## src/rtl/cpu_pkg.sv

```systemverilog
// Shared types and field positions for the fetch stage feeding the Control_Unit.
// Instruction encoding is MIPS-like: opcode in the top 6 bits, funct in the bottom 6.
package cpu_pkg;

  localparam int XLEN = 32;
  localparam logic [XLEN-1:0] RESET_PC_DEFAULT = 32'h0000_0000;

  typedef enum logic [1:0] {
    FETCH,
    ISSUE,
    ERROR
  } fetch_state_t;

  localparam int OPC_MSB   = 31;
  localparam int OPC_LSB   = 26;
  localparam int FUNCT_MSB = 5;
  localparam int FUNCT_LSB = 0;

  localparam logic [31:0] NOP_INSTR = 32'h0000_0000;

  localparam int JTYPE_W = 26;
  localparam int IMM_W   = 16;

  // Branch displacement is a signed word offset, so scale by 4 after extending.
  function automatic logic [XLEN-1:0] branch_offset(input logic [IMM_W-1:0] imm);
    return {{(XLEN-IMM_W-2){imm[IMM_W-1]}}, imm, 2'b00};
  endfunction

endpackage

```

## src/rtl/next_pc_logic.sv

```systemverilog
// Combinational next-PC selection from the Control_Unit's flow-control decisions.
// jr beats jump/jal, which beat a taken branch; everything else falls through.
module next_pc_logic
  import cpu_pkg::*;
#(
  parameter int XLEN_P = XLEN
) (
  input  logic [XLEN_P-1:0]  pc_plus4,
  input  logic [JTYPE_W-1:0] jtype_field,
  input  logic               branch,
  input  logic               zero,
  input  logic               jump,
  input  logic               jal,
  input  logic               jr,
  input  logic [XLEN_P-1:0]  jr_target,
  output logic [XLEN_P-1:0]  next_pc,
  output logic               misaligned
);

  logic [XLEN_P-1:0] jump_target;
  logic [XLEN_P-1:0] branch_target;

  assign jump_target   = {pc_plus4[XLEN_P-1:JTYPE_W+2], jtype_field, 2'b00};
  assign branch_target = pc_plus4 + branch_offset(jtype_field[IMM_W-1:0]);

  always_comb begin
    next_pc = pc_plus4;
    if (jr)
      next_pc = jr_target;
    else if (jump || jal)
      next_pc = jump_target;
    else if (branch && zero)
      next_pc = branch_target;
  end

  assign misaligned = (next_pc[1:0] != 2'b00);

endmodule

```

## src/rtl/instr_fetch_unit.sv

```systemverilog
// Fetch stage: holds the PC, fetches one word over req/ack, presents it to the
// Control_Unit and steps the PC when the core retires it. Faults are sticky until reset.
module instr_fetch_unit
  import cpu_pkg::*;
#(
  parameter int              XLEN_P         = XLEN,
  parameter logic [XLEN_P-1:0] RESET_PC     = RESET_PC_DEFAULT,
  parameter int              TIMEOUT_CYCLES = 16
) (
  input  logic              clk,
  input  logic              rst,
  output logic              imem_req,
  output logic [XLEN_P-1:0] imem_addr,
  input  logic              imem_ack,
  input  logic [31:0]       imem_rdata,
  output logic              instr_valid,
  output logic [31:0]       instr,
  output logic [5:0]        opcode,
  output logic [5:0]        funct,
  output logic [XLEN_P-1:0] pc,
  output logic [XLEN_P-1:0] pc_plus4,
  input  logic              advance,
  input  logic              branch,
  input  logic              zero,
  input  logic              jump,
  input  logic              jal,
  input  logic              jr,
  input  logic [XLEN_P-1:0] jr_target,
  output logic              fetch_err
);

  localparam int CW = $clog2(TIMEOUT_CYCLES + 1);

  fetch_state_t      state, state_n;
  logic [XLEN_P-1:0] pc_n;
  logic [31:0]       instr_n;
  logic [CW-1:0]     cnt, cnt_n;
  logic              err_n;
  logic [XLEN_P-1:0] next_pc;
  logic              misaligned;

  assign pc_plus4 = pc + XLEN_P'(4);

  next_pc_logic #(.XLEN_P(XLEN_P)) u_next_pc (
    .pc_plus4    (pc_plus4),
    .jtype_field (instr[JTYPE_W-1:0]),
    .branch      (branch),
    .zero        (zero),
    .jump        (jump),
    .jal         (jal),
    .jr          (jr),
    .jr_target   (jr_target),
    .next_pc     (next_pc),
    .misaligned  (misaligned)
  );

  always_ff @(posedge clk) begin
    if (rst) begin
      state     <= FETCH;
      pc        <= RESET_PC;
      instr     <= NOP_INSTR;
      cnt       <= '0;
      fetch_err <= 1'b0;
    end else begin
      state     <= state_n;
      pc        <= pc_n;
      instr     <= instr_n;
      cnt       <= cnt_n;
      fetch_err <= err_n;
    end
  end

  // A misaligned target leaves pc on the faulting instruction for debug.
  always_comb begin
    state_n = state;
    pc_n    = pc;
    instr_n = instr;
    cnt_n   = cnt;
    err_n   = fetch_err;
    unique case (state)
      FETCH: begin
        if (imem_ack) begin
          instr_n = imem_rdata;
          cnt_n   = '0;
          state_n = ISSUE;
        end else if (cnt == CW'(TIMEOUT_CYCLES - 1)) begin
          err_n   = 1'b1;
          state_n = ERROR;
        end else begin
          cnt_n = cnt + CW'(1);
        end
      end
      ISSUE: begin
        if (advance) begin
          if (misaligned) begin
            err_n   = 1'b1;
            state_n = ERROR;
          end else begin
            pc_n    = next_pc;
            state_n = FETCH;
          end
        end
      end
      ERROR: err_n = 1'b1;
      default: state_n = ERROR;
    endcase
  end

  assign imem_req    = (state == FETCH) && !rst;
  assign imem_addr   = pc;
  assign instr_valid = (state == ISSUE);
  assign opcode      = instr[OPC_MSB:OPC_LSB];
  assign funct       = instr[FUNCT_MSB:FUNCT_LSB];

endmodule

```

## config.mk

```make
export PLATFORM = sky130hd
export DESIGN_NAME = instr_fetch_unit
export DESIGN_NICKNAME = d
export VERILOG_FILES = /design/src/rtl/cpu_pkg.sv /design/src/rtl/next_pc_logic.sv /design/src/rtl/instr_fetch_unit.sv
export SDC_FILE = /design/constraint.sdc
export NUM_CORES = 1
export LEC_CHECK = 0
export CELL_PAD_IN_SITES_DETAIL_PLACEMENT = 1
export CELL_PAD_IN_SITES_GLOBAL_PLACEMENT = 1
export CORE_MARGIN = 1
export CORE_UTILIZATION = 35
export CTS_CLUSTER_SIZE = 28
export DETAILED_ROUTE_END_ITERATION = 10
export PLACE_DENSITY = 0.95
export SLEW_MARGIN = 25
export SYNTH_ARGS = -nofsm -noshare
export SYNTH_HDL_FRONTEND = slang
export SYNTH_SLANG_ARGS = --single-unit
export TNS_END_PERCENT = 5
```

## constraint.sdc

```tcl
create_clock -name clk -period 9.3 [get_ports clk]
set_input_delay 2.325 -clock clk [delete_from_list [all_inputs] [get_ports clk]]
set_output_delay 2.325 -clock clk [all_outputs]
set_load 0.02 [all_outputs]
```

==> key figures <==
Power and ir drop
  • Switching Share: 34.3%
  • P_int: 0.671 mW
  • Sequential Power Share: 35.5%
  • Leak pwr: 3.18 nW
  • Power, Total: 1.02 mW
  • Clock power share: 32.1%
  • Share of power burned in combinational logic: 32.4%
  • Worst VDD drop: 0.112 mV
  • Power Dens Cells: 123 mW/mm2
  • Switch Pwr: 0.350 mW

STA
  • Final Skew: 0.00785 ns
  • Final Cycle Share: 64.5%
  • Tmin final: 6.00 ns
  • Max Fclk: 0.167 GHz
  • Setup TNS: 0 ns
  • RSZ-0062 raised after global routing: no
  • Worst Max-Slew Pin Slew: 0.879 ns
  • Final setup viols: 0
  • Max Slew Vio Count: 0
  • Hold Fails Final Rpt: 0
  • Slew HR: 41.4%

Floorplan
  • Row cnt: 47
  • Die footprint: 0.0177 mm2
  • Die Span X: 133 um
  • Starting density of the core: 36.0%
  • Chip Height: 133 um
  • Core Area: 0.0167 mm2
  • Ports: 216

Yosys
  • Synth cell types: 75
  • Mapped Area: 0.00601 mm2
  • EDFF count, synth: 0
  • Synth Area in Simple Gates: 24.7%
  • Post-synthesis mux area share: 1.21%
  • Mean Syn Cell Area: 7.30 um2
  • Warnings, synthesis: 0
  • Main combinational cell family by area after synthesis: compound AO/OA/AOI/OAI gates
  • Post-Syn Instances: 823
  • #FFs+latches synth: 72
  • Post-synth top area share: 24.0%
  • Fraction of registers with async set/reset: 0%
  • Syn_nets: 935
  • Seq/Total Area, Yosys: 24.0%
  • Most used DFF post-synth: dfxtp_1
  • Adder-cell share of the synthesized area: 8.25%
  • Post-synthesis compound-gate area fraction: 25.7%
  • Biggest area consumer among synthesized cells: dfxtp_1
  • Synth Area in XOR/XNOR: 7.00%
  • Top post-synthesis cells by area: dfxtp_1 (24%), nand2_1 (8.1%), a21oi_1 (7.9%), ha_1 (7.9%), buf_4 (5.7%)

Min path
  • Worst Hold End: instr[20]$_SDFFE_PP0P_
  • Worst min path class: reg -> reg
  • Hold Path Cell Cnt: 2
  • Worst hold start: instr[20]$_SDFFE_PP0P_

Status
  • Status: finished clean

Placement
  • DP Wirelength: 18800 um
  • Cell Area, Placed: 0.00799 mm2
  • I/O Buffers: 215
  • Number of placed cells counting well taps: 1178
  • Gpl congestion: 0.871

Cells and area
  • # diodes: 0
  • Register Area: 0.00144 mm2
  • Layout cells sized above 1: 4.32%
  • P&R area growth vs syn: 37.6%
  • Non-filler cells, final: 1192
  • Area of the multi-input gates: 0.00403 mm2
  • Final nets: 1081
  • FILL cells: 2079
  • Fin area: 0.00827 mm2

Detailed routing
  • DRC viols: 0
  • First drt pass iteration count: 7
  • Post-Route WL: 25300 um
  • Routed length per instance: 21.2 um
  • DR vias: 6999
  • Via density: 5.87
  • Antenna viol nets, final: 0
  • Iter 0 DRT Violations: 533

Global routing
  • Overall Global Routing Usage: 27.9%
  • Total gr overflow: 0
  • Met2 GRT Util: 46.9%
  • Largest net degree at the start of global routing: 59
  • First-pass GRT wire length: 38600 um
  • Met1 Use GR: 34.5%
  • GRT busiest layer: met2
  • Vias in the first global route: 7068
  • Met3 usage: 5.48%
  • Antenna violations before repair: 0

Clocking
  • CTS H-tree depth: 3
  • Post-CTS Hold Fix Bufs: 0
  • # Post-CTS Setup Buffers: 0
  • Total CTS buffers: 9
  • CTS tree: yes
  • Root Driver: clkbuf_16
  • Worst-case clock buffer depth: 2
  • Worst skew pair latency: 0.33 ns
  • CTS resizes: 0
  • Clock transition at the registers of the reported paths: 0.05 ns
  • CTS Sinks: 72

Setup path
  • Worst Path Required: 6.98 ns
  • WS Path Type: in -> out
  • Worst R2R Start: imem_addr[4]$_SDFFE_PP0P_
  • Critical R2R Capture: imem_addr[25]$_SDFFE_PP0P_
  • Critical Path Fanout Max: 58
  • Internal reg-to-reg setup slack: 4.93 ns
  • Register-to-Register Path Depth: 14
  • Crit end category: output port
  • Setup crit start kind: primary input
  • Arrival time worst endpoint: 3.67 ns

Job
  • Max_cap viols: 0
## metrics by stage
| step | util (%) | hold WS (ns) | worst slack (ns) |
|---|---|---|---|
| 6_report | 49.5 | 0.473 | 3.30 |
| 5_1_grt | 49.5 | 0.496 | 3.24 |
| 4_1_cts | 49.5 | 0.477 | 3.31 |
| 3_5_place_dp | 47.9 | 0.468 | 3.33 |
| 3_3_place_gp | 47.9 | 0.460 | 3.38 |
| 2_1_floorplan | - | 0.457 | 3.79 |
## layout by cell type, fill, tap and decap left out, types with 4 or more instances in the layout
| master | synthesis | layout |
|---|---|---|
| xnor2_1 | 22 | 22 |
| clkdlybuf4s50_1 | 0 | 214 |
| nand4_1 | 18 | 18 |
| a311oi_1 | 7 | 7 |
| a31oi_1 | 7 | 7 |
| ha_1 | 38 | 38 |
| buf_4 | 46 | 8 |
| or3_1 | 7 | 6 |
| and2_1 | 8 | 8 |
| o21ai_0 | 39 | 39 |
| dfxtp_1 | 72 | 72 |
| clkbuf_16 | 0 | 9 |
| o22ai_1 | 4 | 4 |
| and3_1 | 15 | 15 |
| inv_1 | 11 | 11 |
| o21a_1 | 4 | 4 |
| nand2_1 | 130 | 130 |
| o21bai_1 | 4 | 4 |
| mux2i_1 | 5 | 5 |
| a211oi_1 | 14 | 14 |
| nand3_1 | 18 | 18 |
| xor2_1 | 26 | 26 |
| a21oi_1 | 95 | 95 |
| o211ai_1 | 8 | 8 |
| a21o_1 | 12 | 12 |
| nor2_1 | 65 | 63 |
| nor3_1 | 29 | 28 |
| and4_1 | 5 | 5 |
| o21ai_1 | 7 | 7 |
## power groups by stage
stage	clock (mW)	combinational, mW	sequential (mW)
2_1_floorplan	0	0.171	0.376
3_3_place_gp	0	0.316	0.366
3_5_place_dp	0	0.325	0.367
4_1_cts	0.330	0.329	0.361
5_1_grt	0.342	0.352	0.364
6_report	0.328	0.331	0.362
## flip-flops by register name (all words and copies together), names as in the netlist
signal,cells
fetch_err,1
instr,32
state,2
imem_addr,32
cnt,5
## cell type report
class                   count  area share (%)
well taps                 220            3.33
flip-flops and latches     72            17.4
clock buffers              14            3.31
repair buffers            223            26.7
multi-input cells         651            48.7
inverters                  12           0.545
## Yosys cell counts, types with 7 or more instances
master,n
xor2_1,26
a31oi_1,7
a21oi_1,95
clkbuf_1,35
nor3_1,29
a21o_1,12
o21ai_1,7
ha_1,38
and2_1,8
nor2_1,65
dfxtp_1,72
nand3_1,18
o211ai_1,8
nand2_1,130
or3_1,7
a311oi_1,7
buf_4,46
inv_1,11
xnor2_1,22
a211oi_1,14
and3_1,15
nand4_1,18
o21ai_0,39
## kinds of logic (layout without fill, tap and decap cells)
| family | after synthesis | after routing |
|---|---|---|
| mux | 7 | 7 |
| flops | 72 | 72 |
| xor+xnor | 48 | 48 |
| fa+ha+maj | 39 | 39 |
| buf+inv | 100 | 249 |
| compound gates | 240 | 240 |
| simple gates | 317 | 317 |
## routing by layer
layer	up-vias	share of wire (%)
li1	3215	-
met1	3394	42
met2	321	47
met3	69	7.7
met4	0	3.2
met5	-	0
## critical path, stage by stage
cell and delay [ns]:
buf_2 0.10, buf_4 0.31, nor3_1 0.26, clkdlybuf4s50_1 0.65
## how the worst max path moves through the flow
stage,from,end,slack [ns],cells after the start
floorplan,rst,imem_req,3.79,3
global placement,rst,imem_req,3.38,4
detailed placement,rst,imem_req,3.33,4
CTS,rst,imem_req,3.31,4
global route,rst,imem_req,3.24,4
finish,rst,imem_req,3.30,4
No activity file was read; power rests on OpenSTA's default activity.
